[src/rtl/spi_host_master_if.sv]
// CPU-side request/response bundle for spi_host_master.
// The register-file wrapper uses the master modport; the SPI engine uses the slave modport.
interface spi_host_master_if #(
  parameter int NUM_CS = 3,
  parameter int DIV_W  = 8
);
  logic [DIV_W-1:0]  divisor;
  logic [NUM_CS-1:0] cs_mask;
  logic              cs_hold;
  logic              wide;
  logic [15:0]       tx_data;
  logic              req;
  logic              busy;
  logic [15:0]       rx_data;
  logic              rx_valid;

  modport master (
    output divisor, cs_mask, cs_hold, wide, tx_data, req,
    input  busy, rx_data, rx_valid
  );

  modport slave (
    input  divisor, cs_mask, cs_hold, wide, tx_data, req,
    output busy, rx_data, rx_valid
  );
endinterface

[src/rtl/spi_host_master.sv]
// Mode-0 SPI master with held chip selects.
// The SPI_HOST_WIDE_EN macro enables 16-bit transfers; without it `wide` is ignored.
// The SCK half-period is H = divisor+1 clk cycles. MISO passes through a 2-flop
// synchroniser and is sampled 2 clk after each rising SCK edge.
module spi_host_master #(
  parameter int NUM_CS = 3,
  parameter int DIV_W  = 8
) (
  input  logic              clk,
  input  logic              reset_n,
  spi_host_master_if.slave  bus,
  output logic              spi_sck,
  output logic              spi_mosi,
  input  logic              spi_miso,
  output logic [NUM_CS-1:0] spi_cs_n
);

  localparam logic [2:0] S_IDLE = 3'd0;
  localparam logic [2:0] S_GAP  = 3'd1;
  localparam logic [2:0] S_LEAD = 3'd2;
  localparam logic [2:0] S_HI   = 3'd3;
  localparam logic [2:0] S_LO   = 3'd4;
  localparam logic [2:0] S_END  = 3'd5;

  logic [2:0]        r_state, w_state_nx;
  logic [DIV_W-1:0]  r_div, r_cnt, w_div_eff;
  logic [NUM_CS-1:0] r_mask, r_held_mask, w_mask_eff, r_cs_n;
  logic              r_hold, r_held, r_gap_post;
  logic [4:0]        r_bits;
  logic [15:0]       r_tx, r_rx_shift, r_rx_data, w_tx_load, w_rx_shift_nx;
  logic              r_miso_s1, r_miso_s2, r_p1, r_p2;
  logic              r_sck, r_mosi, r_busy, r_rx_valid;
  logic              w_wide, w_accept, w_gap_needed, w_cnt_zero, w_enter_hi;

`ifdef SPI_HOST_WIDE_EN
  assign w_wide      = bus.wide;
  assign w_tx_load   = w_wide ? bus.tx_data : {bus.tx_data[7:0], 8'h00};
  assign bus.rx_data = r_rx_data;
`else
  assign w_wide      = 1'b0;
  assign w_tx_load   = {bus.tx_data[7:0], 8'h00};
  assign bus.rx_data = {8'h00, r_rx_data[7:0]};
`endif

  assign w_accept     = (r_state == S_IDLE) && bus.req;
  assign w_gap_needed = r_held && (bus.cs_mask != r_held_mask);
  assign w_cnt_zero   = (r_cnt == '0);
  assign w_div_eff    = w_accept ? bus.divisor : r_div;
  assign w_mask_eff   = w_accept ? bus.cs_mask : r_mask;
  assign w_enter_hi   = (w_state_nx == S_HI) && (r_state != S_HI);
  // A sample is due 2 clk after each SCK rise; r_p2 marks that edge.
  assign w_rx_shift_nx = r_p2 ? {r_rx_shift[14:0], r_miso_s2} : r_rx_shift;

  // Next-state logic for the transfer sequencer.
  always_comb begin
    // NOTE: default first so every path assigns w_state_nx and no latch is inferred.
    w_state_nx = r_state;
    case (r_state)
      S_IDLE: if (w_accept)   w_state_nx = w_gap_needed ? S_GAP : S_LEAD;
      S_GAP:  if (w_cnt_zero) w_state_nx = r_gap_post ? S_IDLE : S_LEAD;
      S_LEAD: if (w_cnt_zero) w_state_nx = S_HI;
      S_HI:   if (w_cnt_zero) w_state_nx = (r_bits == 5'd1) ? S_END : S_LO;
      S_LO:   if (w_cnt_zero) w_state_nx = S_HI;
      S_END:  w_state_nx = r_hold ? S_IDLE : S_GAP;
      default: w_state_nx = S_IDLE;
    endcase
  end

  // Two-flop synchroniser on the asynchronous MISO pin.
  always_ff @(posedge clk or negedge reset_n) begin
    if (!reset_n) begin
      // NOTE: non-blocking assignments keep every flop sampling pre-edge values.
      r_miso_s1 <= 1'b0;
      r_miso_s2 <= 1'b0;
    end else begin
      r_miso_s1 <= spi_miso;
      r_miso_s2 <= r_miso_s1;
    end
  end

  // Sequencer state, half-period timer, shift registers and registered pin drivers.
  always_ff @(posedge clk or negedge reset_n) begin
    if (!reset_n) begin
      r_state     <= S_IDLE;
      r_div       <= '0;
      r_cnt       <= '0;
      r_mask      <= '0;
      r_held_mask <= '0;
      r_hold      <= 1'b0;
      r_held      <= 1'b0;
      r_gap_post  <= 1'b0;
      r_bits      <= '0;
      r_tx        <= '0;
      r_rx_shift  <= '0;
      r_rx_data   <= '0;
      r_p1        <= 1'b0;
      r_p2        <= 1'b0;
      r_sck       <= 1'b0;
      r_mosi      <= 1'b0;
      r_busy      <= 1'b0;
      r_rx_valid  <= 1'b0;
      r_cs_n      <= '1;
    end else begin
      r_state <= w_state_nx;

      // Every state change enters a state with its own duration, so reload there.
      if (w_state_nx != r_state)  r_cnt <= w_div_eff;
      else if (r_state != S_IDLE) r_cnt <= r_cnt - 1'b1;

      if (w_accept) begin
        r_div      <= bus.divisor;
        r_mask     <= bus.cs_mask;
        r_hold     <= bus.cs_hold;
        r_bits     <= w_wide ? 5'd16 : 5'd8;
        r_tx       <= w_tx_load;
        r_mosi     <= w_tx_load[15];
        r_held     <= 1'b0;
        r_gap_post <= 1'b0;
      end else if (r_state == S_HI && w_cnt_zero) begin
        r_bits <= r_bits - 1'b1;
        r_tx   <= {r_tx[14:0], 1'b0};
        if (r_bits != 5'd1) r_mosi <= r_tx[14];
      end

      if (r_state == S_END) begin
        if (r_hold) begin
          r_held      <= 1'b1;
          r_held_mask <= r_mask;
        end else begin
          r_gap_post  <= 1'b1;
        end
      end

      r_p1       <= w_enter_hi;
      r_p2       <= r_p1;
      r_rx_shift <= w_accept ? '0 : w_rx_shift_nx;

      // For H=1 the last bit is still in the first sync flop when END is entered.
      if (w_state_nx == S_END && r_state != S_END)
        r_rx_data <= r_p1 ? {w_rx_shift_nx[14:0], r_miso_s1} : w_rx_shift_nx;

      r_rx_valid <= (w_state_nx == S_END);
      r_sck      <= (w_state_nx == S_HI);
      r_busy     <= (w_state_nx != S_IDLE);

      // IDLE keeps whatever the selects were: released after a GAP, asserted when held.
      case (w_state_nx)
        S_GAP:                       r_cs_n <= '1;
        S_LEAD, S_HI, S_LO, S_END:   r_cs_n <= ~w_mask_eff;
        default:                     r_cs_n <= r_cs_n;
      endcase
    end
  end

  assign spi_sck      = r_sck;
  assign spi_mosi     = r_mosi;
  assign spi_cs_n     = r_cs_n;
  assign bus.busy     = r_busy;
  assign bus.rx_valid = r_rx_valid;

endmodule
[src/flat_wrapper.sv]
// flat-port wrapper written by rule: the top's interface ports become plain ports
module spi_host_master_flat 
#(
  parameter int NUM_CS = 3,
  parameter int DIV_W  = 8
)
  (clk, reset_n, spi_sck, spi_mosi, spi_miso, spi_cs_n, bus_divisor, bus_cs_mask, bus_cs_hold, bus_wide, bus_tx_data, bus_req, bus_busy, bus_rx_data, bus_rx_valid);
  spi_host_master_if #(.NUM_CS(NUM_CS), .DIV_W(DIV_W)) bus_i ();
  input  logic clk;
  input  logic reset_n;
  output logic spi_sck;
  output logic spi_mosi;
  input  logic spi_miso;
  output logic [NUM_CS-1:0] spi_cs_n;
  input wire logic [$bits(bus_i.divisor)-1:0] bus_divisor;
  input wire logic [$bits(bus_i.cs_mask)-1:0] bus_cs_mask;
  input wire logic [$bits(bus_i.cs_hold)-1:0] bus_cs_hold;
  input wire logic [$bits(bus_i.wide)-1:0] bus_wide;
  input wire logic [$bits(bus_i.tx_data)-1:0] bus_tx_data;
  input wire logic [$bits(bus_i.req)-1:0] bus_req;
  output wire logic [$bits(bus_i.busy)-1:0] bus_busy;
  output wire logic [$bits(bus_i.rx_data)-1:0] bus_rx_data;
  output wire logic [$bits(bus_i.rx_valid)-1:0] bus_rx_valid;
  assign bus_i.divisor = bus_divisor;
  assign bus_i.cs_mask = bus_cs_mask;
  assign bus_i.cs_hold = bus_cs_hold;
  assign bus_i.wide = bus_wide;
  assign bus_i.tx_data = bus_tx_data;
  assign bus_i.req = bus_req;
  assign bus_busy = bus_i.busy;
  assign bus_rx_data = bus_i.rx_data;
  assign bus_rx_valid = bus_i.rx_valid;
  spi_host_master #(.NUM_CS(NUM_CS), .DIV_W(DIV_W)) u_core (.clk(clk), .reset_n(reset_n), .bus(bus_i), .spi_sck(spi_sck), .spi_mosi(spi_mosi), .spi_miso(spi_miso), .spi_cs_n(spi_cs_n));
endmodule
[config.mk]
export PLATFORM = sky130hd
export DESIGN_NAME = spi_host_master_flat
export DESIGN_NICKNAME = d
export VERILOG_FILES = /design/src/rtl/spi_host_master_if.sv /design/src/rtl/spi_host_master.sv /design/src/flat_wrapper.sv
export SDC_FILE = /design/constraint.sdc
export NUM_CORES = 1
export LEC_CHECK = 0
export BUFFER_PORTS_ARGS = -buffer_cell sky130_fd_sc_hd__buf_2
export CORE_ASPECT_RATIO = 0.8
export CORE_MARGIN = 5
export CORE_UTILIZATION = 56
export DETAILED_ROUTE_END_ITERATION = 6
export HOLD_SLACK_MARGIN = 0.15
export PLACE_DENSITY = 0.86
export SLEW_MARGIN = 10
export SYNTH_ARGS = -nofsm -noshare
export SYNTH_HDL_FRONTEND = slang
export SYNTH_SLANG_ARGS = --single-unit
[constraint.sdc]
create_clock -name clk -period 6.1 [get_ports clk]
set_input_delay 1.22 -clock clk [delete_from_list [all_inputs] [get_ports clk]]
set_output_delay 1.22 -clock clk [all_outputs]
set_load 0.05 [all_outputs]
==> flow_summary_export.csv <==
group,metric,value,unit
run_status,status,"completed",
finish,fillers,425,
power_and_ir_drop,peakVddDrop,0.2959,mV
die,die_area,0.007491,mm2
global_route,grt_pass1_vias,2277,
power_and_ir_drop,switching_share,36.99,%
synthesis,synthArstFlopShare,100.0,%
synthesis,yosys_warnings,0,
cts,cts_made_buffers,9,
sta,relSlewSlack,41.19,%
sta,period_needed,2.775,ns
cts,worstSkewPairLatency,0.34,ns
power_and_ir_drop,clockPowerShare,24.8,%
cts,cts_root_buffer,"clkbuf_8",
sta,fin_skew,0.01030,ns
cts,ctsHoldBuffers,0,
global_route,grt_pass1_wl,10290,um
synthesis,synth.top_cell.area_share,48.87,%
finish,syn_to_final_growth,13.78,%
synthesis,synth_cell_types,49,
setup_path,worstSetupStartpointType,"flip-flop",
die,num_rows,24,
finish,drive_gt1_share,26.00,%
setup_path,arrival,3.00,ns
sta,finalSetupTns,0,ns
setup_path,critPathKind,"flip-flop to flip-flop",
place,gp_congestion,0.8984,
cts,cts_sinks,67,
global_route,antenna_found_initial,0,
synthesis,synth_top_cell_by_area,"dfrtp_1",
hold_path,min_path_type,"flip-flop to flip-flop",
power_and_ir_drop,combPwrFrac,34.0,%
cts,cts_tree,"yes",
sta,finalSetupViolCount,0,
detailed_routing,drc,0,
synthesis,synth-edff-count,0,
global_route,grt_overflow,0,
die,io_pins,56,
finish,diodes,0,
power_and_ir_drop,switchingPower,676.0,uW
sta,maxSlewViolCount,0,
die,fp.coreArea,0.005555,mm2
cts,postCtsResizedCells,0,
power_and_ir_drop,power_density,490.1,mW/mm2
place,hpwl,4066,um
finish,instances_no_fill,428,
synthesis,synth_area_leaders,"dfrtp_1 49%, nand2_1 5.7%, mux2_2 5.5%",
sta,rsz0062_at_grt,"false",
detailed_routing,via_per_inst,5.311,
die,start_util,58.99,%
sta,worst_pin_slew,0.8821,ns
sta,fin_crit_sh,45.50,%
sta,max_freq,360.3,MHz
setup_path,critPathCaptureType,"flip-flop",
detailed_routing,detail_route.wl_per_cell,13.94,um
cts,cts_max_path_buffers,2,
finish,nets,381,
power_and_ir_drop,seq_power_share,41.3,%
synthesis,syn_area,0.003277,mm2
cts,htreeDepth,3,
place,dp_cells,412,
setup_path,path_max_fanout,17,
detailed_routing,first_pass_iters,4,
synthesis,yosysSeqAreaShare,51.28,%
detailed_routing,drtIter0Drc,112,
synthesis,syn_area_per_cell,10.60,um2
power_and_ir_drop,leakagePower,0.001745,uW
power_and_ir_drop,p_int,1152,uW
cts,post-cts-setup-buffers,0,
synthesis,ys_ff_latch,67,
detailed_routing,vias,2273,
cts,clk_pin_slew,0.08,ns
setup_path,worstPathRequired,6.33,ns
die,dieHeight,78.42,um
die,die_w,95.53,um
global_route,grt_usage,17.27,%
synthesis,synth_flop_cell,"dfrtp_1",
sta,hold_viol_final,0,
global_route,grt_start_max_net_pins,68,
run,max-cap-violations,0,
detailed_routing,wirelength,5968,um
detailed_routing,antenna_left,0,
synthesis,netlist_instances,309,
place,portBuffers,38,
-- power groups by stage --
stage	sequential, uW	combinational, uW	clock, uW
floorplan	822	426	0
global placement	751	602	0
detailed placement	760	624	0
CTS	753	629	463
global route	778	686	480
finish	754	621	452
-- cells in the mapped netlist, drive strengths merged, types with 2 or more instances --
master  count
a21oi       6
buf        14
clkbuf      8
dfrtp      64
dfstp       3
ha          3
inv         5
mux2       24
mux2i      15
nand2      50
nand2b      2
nand3       6
nor2       34
nor2b       3
nor3        4
nor4        3
nor4b       3
o211ai      2
o21ai      15
o22ai       5
o31a        4
or3         6
xnor2      10
xor2        4
-- stage by stage --
stage | hold WS (ns) | cell area [um2] | worst slack [ns] | power [uW] | utilization [%]
detailed placement | 0.3668 | 3478 | 2.987 | 1384 | 62.61
CTS | 0.3737 | 3729 | 3.324 | 1845 | 67.12
floorplan | 0.3540 | 3303 | 3.609 | 1248 | -
global placement | 0.3609 | 3478 | 3.032 | 1353 | 62.61
finish | 0.3697 | 3729 | 3.325 | 1828 | 67.12
global route | 0.3796 | 3729 | 3.082 | 1945 | 67.12
-- registers in the layout, summed over array words and instances, names as in the netlist --
register,flops
u_core.r_held,1
u_core.r_gap_post,1
u_core.spi_mosi,1
u_core.spi_cs_n,3
u_core.r_miso_s1,1
u_core.spi_sck,1
u_core.r_state,3
u_core.r_rx_shift,8
u_core.r_cnt,8
u_core.r_rx_data,8
u_core.r_miso_s2,1
u_core.r_hold,1
u_core.bus.busy,1
u_core.r_bits,5
u_core.r_mask,3
u_core.bus.rx_valid,1
u_core.r_held_mask,3
u_core.r_p2,1
u_core.r_div,8
u_core.r_p1,1
u_core.r_tx,7
-- final timing paths --
path	slack, ns	from	cells after the start	end
max in group asynchronous	4.51	reset_n	2	u_core.spi_mosi
max	3.32	u_core.r_state[0]	5	u_core.r_rx_data[6]
min in group asynchronous	1.06	reset_n	2	u_core.r_held_mask[2]
max reg2reg	3.32	u_core.r_state[0]	5	u_core.r_rx_data[6]
min reg2reg	0.37	u_core.r_miso_s1	0	u_core.r_miso_s2
min	0.37	u_core.r_miso_s1	0	u_core.r_miso_s2
-- metal layers --
| metal | GRT usage, % | routed length (um) | vias up |
|---|---|---|---|
| li1 | - | - | 1116 |
| met1 | 22.55 | 2698 | 1092 |
| met2 | 26.23 | 2813 | 56 |
| met3 | 5.927 | 368 | 9 |
| met4 | 7.244 | 88 | 0 |
| met5 | 0 | 0 | - |
-- cell usage in the layout (no fill, tap or decap), types with 5 or more instances in the layout --
cell,instances
o22ai_1,5
buf_2,38
dfrtp_1,64
a21oi_1,6
or3_1,6
inv_1,5
mux2i_1,15
clkbuf_8,10
nand2_1,50
mux2_2,16
mux2_4,8
o21ai_0,14
conb_1,8
xnor2_1,10
nor2_1,33
nand3_1,6
-- critical path, cell delays in order (launching register included) --
cell     delay, ns
dfrtp_1       0.63
nor4b_1       0.44
nand4_2       0.44
o21ai_0       0.29
o21a_1        0.51
mux2_4        0.34
-- cell type report --
| cell class | count | area, um2 | share of cell area (%) |
|---|---|---|---|
| clock inverter | 6 | 112.6 | 3.020 |
| sequential | 67 | 1680 | 45.07 |
| tap | 78 | 97.59 | 2.617 |
| multi-input combinational | 222 | 1476 | 39.60 |
| clock buffer | 10 | 137.6 | 3.691 |
| timing repair buffer | 40 | 205.2 | 5.503 |
| inverter | 5 | 18.77 | 0.5034 |
-- kinds of logic after synthesis --
family / after synthesis / synth area share (%)
adders and majority gates: 3 / 1.146
and+or+nand+nor: 117 / 17.18
other: 1 / 0.1144
DFF: 67 / 51.28
AOI/OAI and AO/OA: 41 / 8.324
muxes: 39 / 13.75
xor gates and xnor gates: 14 / 3.742
buffers and inverters: 27 / 4.467
Power figures use the tool's default switching activity.
